`src/rtl/keypad_encoder.sv`:
```
// keypad_encoder: 4x4 matrix keypad scanner, debouncer and hex encoder.
// Optional auto-repeat while a key is held: define KEYPAD_AUTOREPEAT_EN.
//
// Ports:
//   clk        system clock
//   reset_n    asynchronous active-low reset
//   row[3:0]   keypad rows, active-low, row[0] = top row
//   col[3:0]   column drive, active-low one-cold, col[0] = left column
//   key_code   hex code of the last accepted key
//   key_valid  one-clk pulse when key_code is updated
//   key_held   high while the accepted key is still down
//
// Key map (row, col): r0: 1 2 3 A / r1: 4 5 6 B / r2: 7 8 9 C / r3: E 0 F D
module keypad_encoder #(
    parameter int SCAN_DIV       = 5000,
    parameter int DEBOUNCE_TICKS = 4,
    parameter int REPEAT_TICKS   = 100
) (
    input  logic       clk,
    input  logic       reset_n,
    input  logic [3:0] row,
    output logic [3:0] col,
    output logic [3:0] key_code,
    output logic       key_valid,
    output logic       key_held
);

    localparam int DW = $clog2(SCAN_DIV);
    localparam int CW = $clog2(DEBOUNCE_TICKS + 1);

    if (SCAN_DIV < 2 || DEBOUNCE_TICKS < 1 || REPEAT_TICKS < 1) begin : g_bad_params
        $error("keypad_encoder: illegal parameter values");
    end

    typedef enum logic [1:0] {
        SCAN,
        DEBOUNCE,
        PRESSED
    } state_t;

    state_t        state;
    logic [DW-1:0] div;
    logic          tick;
    logic [3:0]    rs1;
    logic [3:0]    rs;
    logic [3:0]    cap;
    logic [CW-1:0] cnt;
    logic [CW-1:0] cnt_inc;
    logic [3:0]    low;
    logic          one_low;
    logic [3:0]    col_rot;

`ifdef KEYPAD_AUTOREPEAT_EN
    localparam int RW = $clog2(REPEAT_TICKS + 1);
    logic [RW-1:0] rep;
    logic [RW-1:0] rep_inc;
    assign rep_inc = rep + 1'b1;
`endif

    // Row and column indices come from plain OR encoders so that
    // patterns with several lows never trip a decoder assertion.
    function automatic logic [3:0] keymap(input logic [3:0] rp,
                                          input logic [3:0] cp);
        logic [3:0] idx;
        logic [3:0] code;
        idx = {~rp[2] | ~rp[3], ~rp[1] | ~rp[3],
               ~cp[2] | ~cp[3], ~cp[1] | ~cp[3]};
        case (idx)
            4'h0:    code = 4'h1;
            4'h1:    code = 4'h2;
            4'h2:    code = 4'h3;
            4'h3:    code = 4'hA;
            4'h4:    code = 4'h4;
            4'h5:    code = 4'h5;
            4'h6:    code = 4'h6;
            4'h7:    code = 4'hB;
            4'h8:    code = 4'h7;
            4'h9:    code = 4'h8;
            4'hA:    code = 4'h9;
            4'hB:    code = 4'hC;
            4'hC:    code = 4'hE;
            4'hD:    code = 4'h0;
            4'hE:    code = 4'hF;
            default: code = 4'hD;
        endcase
        return code;
    endfunction

    assign tick    = (div == DW'(SCAN_DIV - 1));
    assign cnt_inc = cnt + 1'b1;
    assign low     = ~rs;
    // Exactly one row low: non-zero and a power of two.
    assign one_low = (low != 4'd0) && ((low & (low - 4'd1)) == 4'd0);
    assign col_rot = {col[2:0], col[3]};

    always_ff @(posedge clk or negedge reset_n) begin
        if (!reset_n) begin
            state     <= SCAN;
            col       <= 4'b1110;
            key_code  <= 4'h0;
            key_valid <= 1'b0;
            key_held  <= 1'b0;
            div       <= '0;
            cnt       <= '0;
            rs1       <= 4'hF;
            rs        <= 4'hF;
            cap       <= 4'hF;
`ifdef KEYPAD_AUTOREPEAT_EN
            rep       <= '0;
`endif
        end else begin
            rs1       <= row;
            rs        <= rs1;
            key_valid <= 1'b0;
            div       <= tick ? '0 : div + 1'b1;
            if (tick) begin
                unique case (state)
                    SCAN: begin
                        if (one_low) begin
                            cap <= rs;
                            if (DEBOUNCE_TICKS == 1) begin
                                state     <= PRESSED;
                                key_code  <= keymap(rs, col);
                                key_valid <= 1'b1;
                                key_held  <= 1'b1;
                                cnt       <= '0;
`ifdef KEYPAD_AUTOREPEAT_EN
                                rep       <= '0;
`endif
                            end else begin
                                state <= DEBOUNCE;
                                cnt   <= CW'(1);
                            end
                        end else begin
                            col <= col_rot;
                        end
                    end
                    DEBOUNCE: begin
                        if (rs == cap) begin
                            if (cnt_inc == CW'(DEBOUNCE_TICKS)) begin
                                state     <= PRESSED;
                                key_code  <= keymap(cap, col);
                                key_valid <= 1'b1;
                                key_held  <= 1'b1;
                                cnt       <= '0;
`ifdef KEYPAD_AUTOREPEAT_EN
                                rep       <= '0;
`endif
                            end else begin
                                cnt <= cnt_inc;
                            end
                        end else begin
                            state <= SCAN;
                            cnt   <= '0;
                            col   <= col_rot;
                        end
                    end
                    PRESSED: begin
                        // Column stays parked; only a clean all-high
                        // pattern counts towards the release.
                        if (rs == 4'hF) begin
                            if (cnt_inc == CW'(DEBOUNCE_TICKS)) begin
                                state    <= SCAN;
                                key_held <= 1'b0;
                                cnt      <= '0;
                                col      <= col_rot;
                            end else begin
                                cnt <= cnt_inc;
                            end
                        end else begin
                            cnt <= '0;
                        end
`ifdef KEYPAD_AUTOREPEAT_EN
                        if (rs == cap) begin
                            if (rep_inc == RW'(REPEAT_TICKS)) begin
                                key_valid <= 1'b1;
                                rep       <= '0;
                            end else begin
                                rep <= rep_inc;
                            end
                        end else begin
                            rep <= '0;
                        end
`endif
                    end
                    default: begin
                        state <= SCAN;
                    end
                endcase
            end
        end
    end

endmodule

```
`config.mk`:
```
export PLATFORM = sky130hd
export DESIGN_NAME = keypad_encoder
export DESIGN_NICKNAME = d
export VERILOG_FILES = /design/src/rtl/keypad_encoder.sv
export SDC_FILE = /design/constraint.sdc
export NUM_CORES = 1
export LEC_CHECK = 0
export CORE_MARGIN = 4
export CORE_UTILIZATION = 35
export CTS_CLUSTER_SIZE = 16
export DETAILED_ROUTE_END_ITERATION = 8
export SYNTH_ARGS = -nofsm -noshare
export SYNTH_HDL_FRONTEND = slang
export SYNTH_SLANG_ARGS = --single-unit
```
`constraint.sdc`:
```
create_clock -name clk -period 5 [get_ports clk]
set_input_delay 1 -clock clk [delete_from_list [all_inputs] [get_ports clk]]
set_output_delay 1 -clock clk [all_outputs]
set_load 0.05 [all_outputs]
```
==> summary.md, run 1 <==
| Metric | Value |
|---|---|
| Vias per inst | `between 4 and 5` |
| Ranking of synthesized cells by area | `dfrtp_1 (30%), dfstp_2 (19%), ha_1 (7.3%)` |
| CP cell instances | `clkdlybuf4s50_1` |
| DIE WIDTH | `~85 um` |
| Drt first pass iters | `4` |
| Max Cap Viol | `0` |
| FF/Latch Area | `about 1000 um2` |
| Logic pwr share | `under 10%` |
| DRC errors left | `0` |
| Rel. slew slack | `between 40% and 50%` |
| Netlist Area Pre-Place | `a little over 2000 um2` |
| Synth warn | `0` |
| Die H | `between 80 and 90 um` |
| Clk pwr share | `39.3%` |
| Grt ovf | `0` |
| Worst setup path category | `reg -> out` |
| Clk slew on worst S/H paths | `~0.070 ns` |
| Seq cells post-synth | `40` |
| H-tree levels | `2` |
| Critical Path Slowest Stage Cell | `clkdlybuf4s50_1` |
| Library cells used by synthesis | `42` |
| CTS tree | `done` |
| Top-area cell type share of the netlist area | `around 30%` |
| Routed via count | `1376` |
| Syn_nets | `between 200 and 250` |
| Hold buffers post-CTS | `0` |
| Vias in the first global route | `1269` |
| # Post-CTS Setup Buffers | `0` |
| Worst endpoint required time | `4.00 ns` |
| Internal | `0.000448 W` |
| Routed Antenna Nets | `0` |
| Setup TNS | `0 ns` |
| Peak supply drop | `between 100 and 150 uV` |
| Dpl ws | `about 2.7 ns` |
| Num ports | `16` |
| Die area | `between 7000 and 8000 um2` |
| Run status | `finished clean` |
| Filler cells | `~550` |
| First-pass GRT wire length | `approximately 5.8 mm` |
| Switching portion of total power | `~22%` |
| Antenna violations before repair | `0` |
| Share of cells above drive strength 1 | `between 15 and 20%` |
| Crit path capture type | `output pin` |
| Async set or reset register ratio after synthesis | `100%` |
| Final hold vios | `0` |
| Seq/Total Area, Yosys | `49.7%` |
| Post-CTS Resized | `0` |
| Worst R2R Path Depth | `5` |
| Most frequent cells in the layout | `dfrtp_1 (25), nand2_1 (20), dfstp_2 (15), clkdlybuf4s50_1 (14), nor2_1 (13)` |
| P_sw | `0.000127 W` |
| Clock Path Buffers | `2` |
| Diodes inserted | `0` |
| Max Fclk | `about 380 MHz` |
| Sequential group share of total power | `between 50 and 60%` |
| CTS Buf Count | `5` |
| CP Buf/Inv Count | `1` |
| PwrDens | `around 240 nW/um2` |
| Worst hold stages | `0` |
| Clock Sinks | `40` |
| Worst hold path class | `reg -> reg` |
| RSZ-0062 raised after global routing | `false` |
| Worst-Margin Slew | `about 0.83 ns` |
| Levels on crit path | `1` |
| Worst-Skew Late Latency | `0.29 ns` |
| Core area | `around 5600 um2` |
| Root Buffer | `clkbuf_8` |
| Routed WL | `3.42 mm` |
| Pin count of the biggest net entering global routing | `41` |
| Crit Path Max Fanout | `5` |
| Synthesized instance count | `188` |
| Crit path time final | `2.65 ns` |
| Total GRT Usage | `between 10% and 20%` |
| Layout area overhead | `15.6%` |
| Dpl hpwl | `2.52 mm` |
| WP data arrival | `1.65 ns` |
| Area of the multi-input gates | `between 900 and 1000 um2` |
| RePlAce Congestion | `approximately 0.78` |
| Worst path max stage delay | `0.80 ns` |
| Site row count | `27` |
| Post-synth EDFFs | `0` |
| Mapped Avg Cell Area | `between 10 and 15 um2` |
| Largest area contributor in the netlist | `dfrtp_1` |
| Final setup viols | `0` |
| Drt wl/cell | `12.2 um` |
| Nature of the critical path startpoint | `flip-flop` |
| Final Skew | `~0.011 ns` |
| Most used DFF post-synth | `dfrtp_1` |
| Delay-heaviest family, CP | `buffers and inverters` |
| Most common cell after layout, fill and taps aside | `dfrtp_1` |
| Port Buffers | `15` |
| Starting DRT DRC Count | `92` |
| Post-route setup slack | `between 2 and 2.5 ns` |
| Slew Limit Fails | `0` |
| Pleak | `0.983 nW` |
| Fin crit share | `53.0%` |
| Final nets | `225` |
| Worst hold margin | `between 0.3 and 0.4 ns` |
| Initial Util | `36.6%` |
==> final cells by class <==
class                           instances  share of cell area, %
Clock buffer                            6                   3.48
Clock inverter                          2                  0.580
Inverter                               11                   1.74
Multi-Input combinational cell        134                   41.3
Sequential cell                        40                   43.0
Tap cell                               72                   3.80
Timing Repair Buffer                   15                   6.11
==> synth_stat cells, types with 4 or more instances <==
| master | count |
|---|---|
| xor2_1 | 5 |
| nor2_1 | 13 |
| xnor2_1 | 8 |
| inv_1 | 11 |
| dfrtp_1 | 25 |
| nor3_1 | 5 |
| mux2_1 | 4 |
| dfstp_2 | 15 |
| nand2_1 | 20 |
| o21ai_0 | 9 |
| ha_1 | 12 |
| nand3_1 | 8 |
| a31oi_1 | 6 |
| mux2_2 | 5 |
==> final timing paths <==
kind | from | endpoint | slack (ns)
max | col[3] | col[3] | 2.35
min | rs1[0] | rs[0] | 0.36
max reg2reg | div[10] | key_code[1] | 2.64
min reg2reg | rs1[0] | rs[0] | 0.36
max in group asynchronous | reset_n | col[0] | 3.67
min in group asynchronous | reset_n | div[10] | 0.79
==> metal layers <==
metal / GRT usage (%) / part of all wire, % / vias up
li1: - / - / 700
met5: 0 / 0 / -
met3: 3.34 / 4.0 / 4
met2: 14.6 / 41 / 19
met1: 14.1 / 54 / 653
met4: 3.02 / 1.2 / 0
==> flip-flops by register name, indices dropped and copies added (netlist names) <==
| register | cells |
|---|---|
| key_valid | 1 |
| key_code | 4 |
| col | 4 |
| key_held | 1 |
| cnt | 3 |
| state | 2 |
| rs | 4 |
| cap | 4 |
| div | 13 |
| rs1 | 4 |
==> worst register-to-register path, cell delays in order, from the launching register on <==
cell and delay, ns:
dfrtp_1 0.42, or4b_4 0.56, nor3_2 0.56, nand4_4 0.23
inv_1 0.13, mux2_2 0.33
==> power groups by stage <==
stage | clock [W] | combinational, W | sequential [W]
after floorplan | 0 | 0.00000575 | 0.000338
after global placement | 0 | 0.0000165 | 0.000338
after detailed placement | 0 | 0.0000165 | 0.000339
after CTS | 0.000231 | 0.0000165 | 0.000333
after global routing | 0.000245 | 0.0000182 | 0.000333
final | 0.000226 | 0.0000158 | 0.000333
==> cell families (layout without fill, tap and decap cells) <==
group	count (synthesis)	after routing	synth area share, %
flops	40	40	49.7
fa+ha+maj	12	12	7.31
buf+inv	14	34	2.56
mux	9	9	4.94
xor+xnor	13	13	5.55
compound gates	32	32	11.4
simple gates	68	68	18.6
==> metrics by stage <==
| stage | total power [W] | util, % | instances | instance area, um2 |
|---|---|---|---|---|
| final | 0.000574 | 42.3 | 280 | 2370 |
| after global routing | 0.000596 | 42.3 | 280 | 2370 |
| after CTS | 0.000581 | 42.3 | 280 | 2370 |
| after detailed placement | 0.000355 | 40.6 | 272 | 2280 |
| after global placement | 0.000355 | 40.6 | 272 | 2280 |
| after floorplan | 0.000344 | - | 188 | 2050 |
(Power assumes the default switching activity.)
==> run 2: changes to the inputs <==
==> constraint.sdc (replaced) <==
create_clock -name clk -period 2.4 [get_ports clk]
set_input_delay 0.48 -clock clk [delete_from_list [all_inputs] [get_ports clk]]
set_output_delay 0.48 -clock clk [all_outputs]
set_load 0.05 [all_outputs]
==> summary.md, run 2 (synthesis results as in run 1) <==
| Metric | Value |
|---|---|
| Grt ovf | `0 (unchanged)` |
| Routed Antenna Nets | `0 (unchanged)` |
| Run status | `finished clean` |
| Drt first pass iters | `4 (unchanged)` |
| Final setup viols | `0 (unchanged)` |
| Worst endpoint required time | `2.58 ns (-1.42 ns)` |
| Delay-heaviest family, CP | `simple AND/OR/NAND/NOR gates` |
| Share of cells above drive strength 1 | `19.8% (+1.5 points)` |
| RSZ-0062 raised after global routing | `false` |
| Final hold vios | `0 (unchanged)` |
| Die H | `84.6 um (unchanged)` |
| CTS Buf Count | `5 (unchanged)` |
| Dpl ws | `0.207 ns (-2.44 ns)` |
| Filler cells | `567 (+3.7%)` |
| DIE WIDTH | `84.6 um (unchanged)` |
| WP data arrival | `2.37 ns (+0.72 ns)` |
| Initial Util | `36.6% (unchanged)` |
| Area of the multi-input gates | `981 um2 (unchanged)` |
| PnR Total Power | `0.00124 W (+120%)` |
| Routed via count | `1373 (-0.22%)` |
| Grt met3 use | `3.63% (+0.29 points)` |
| Worst-Margin Slew | `0.846 ns (+0.0159 ns)` |
| Drt wl/cell | `12.7 um (+4.1%)` |
| Site row count | `27 (unchanged)` |
| Clock Sinks | `40 (unchanged)` |
| FF/Latch Area | `1020 um2 (unchanged)` |
| Most common cell after layout, fill and taps aside | `dfrtp_1` |
| Final Util | `43.1% (+0.78 points)` |
| Worst path max stage delay | `0.56 ns (-0.24 ns)` |
| Max Fclk | `around 460 MHz` |
| RePlAce Congestion | `0.805 (+3.8%)` |
| Slew Limit Fails | `0 (unchanged)` |
| Clock Path Buffers | `2 (unchanged)` |
| Final nets | `229 (+1.8%)` |
| Max Cap Viol | `0 (unchanged)` |
| Most frequent cells in the layout | `dfrtp_1 (25), nand2_1 (20), dfstp_2 (15), clkdlybuf4s50_1 (14), nor2_1 (13)` |
| Core area | `5610 um2 (unchanged)` |
| Crit path capture type | `flip-flop` |
| CTS tree | `done` |
| Setup crit start | `div[10]` |
| Peak supply drop | `307 uV (+140%)` |
| Hold buffers post-CTS | `0 (unchanged)` |
| CP cell instances | `or4b_4 > or3_4 > a211oi_2 > nand3_2 > mux2_1` |
| Die area | `7160 um2 (unchanged)` |
| First-pass GRT wire length | `6.13 mm (+5.3%)` |
| M1 GR Usage | `13.9% (-0.20 points)` |
| Layout area overhead | `17.7%` |
| Post-CTS Resized | `0 (unchanged)` |
| Max reg flops | `13 (unchanged)` |
| Pin count of the biggest net entering global routing | `41 (unchanged)` |
| Routed WL | `3.61 mm (+5.6%)` |
| Worst hold path class | `in -> async` |
| Met2 capacity usage during global routing | `16.4% (+1.8 points)` |
| Critical Path Slowest Stage Cell | `or4b_4` |
| Worst-Skew Late Latency | `0.29 ns (about the same)` |
| RR Startpoint | `div[10]` |
| Post-route setup slack | `0.208 ns (-2.14 ns)` |
| Pleak | `1.01 nW (+2.7%)` |
| H-tree levels | `2 (unchanged)` |
| Clk slew on worst S/H paths | `0.08 ns (about the same)` |
| Setup TNS | `0 ns (unchanged)` |
| PwrDens | `512 nW/um2 (+110%)` |
| Antenna violations before repair | `0 (unchanged)` |
| Worst setup path category | `reg -> reg` |
| Root Buffer | `clkbuf_8` |
| Starting DRT DRC Count | `61 (-34%)` |
| Nature of the critical path startpoint | `flip-flop` |
| Vias in the first global route | `1321 (+4.1%)` |
| Biggest register | `div` |
| Vias per inst | `4.83 (-1.6%)` |
| Num ports | `16 (unchanged)` |
| # Post-CTS Setup Buffers | `0 (unchanged)` |
| CP Buf/Inv Count | `0 (-1)` |
| Total GRT Usage | `10.7% (+0.63 points)` |
| Port Buffers | `15 (unchanged)` |
| Fin crit share | `91.3%` |
| Crit path time final | `roughly 2.2 ns` |
| Rel. slew slack | `43.6% (-1.1 points)` |
| GR peak layer | `met2` |
| Diodes inserted | `0 (unchanged)` |
| DRC errors left | `0 (unchanged)` |
| Dpl hpwl | `2.69 mm (+6.6%)` |
| Final Skew | `0.00665 ns (-0.00479 ns)` |
| Crit Path Max Fanout | `4 (-1)` |
run 2: stage by stage:
step | area [um2] | std cells | hold slack [ns]
finish | 2420 | 284 | 0.296
global route | 2420 | 284 | 0.363
CTS | 2420 | 284 | 0.329
detailed placement | 2310 | 276 | 0.347
global placement | 2310 | 276 | 0.347
floorplan | 2050 | 188 | 0.184
run 2: area by class of cell:
cell class | count | area share (%)
sequential | 40 | 42.2
tap | 72 | 3.73
clock buffer | 6 | 3.88
clock inverter | 2 | 0.673
timing repair buffer | 19 | 7.25
multi-input combinational | 134 | 40.6
inverter | 11 | 1.71
run 2: power by group:
group	leakage (nW)	switching, W	internal [W]
Sequential	0.491	0.00000653	0.000687
Combinational	0.465	0.0000210	0.0000133
Clock	0.0530	0.000239	0.000271
run 2: final timing paths:
path	to	cells past startpoint	slack (ns)
setup reg to reg	col[0]	5	0.21
setup / recovery	col[0]	5	0.21
min in group clk	rs[2]	0	0.36
hold reg to reg	rs[2]	0	0.36
max in group asynchronous	key_held	1	1.57
hold / removal	div[7]	1	0.30
run 2: per-layer routing:
| metal | vias to the layer above | share of wire (%) |
|---|---|---|
| li1 | 711 | - |
| met1 | 636 | 51 |
| met2 | 24 | 44 |
| met3 | 2 | 4.1 |
| met4 | 0 | 0.80 |
| met5 | - | 0 |
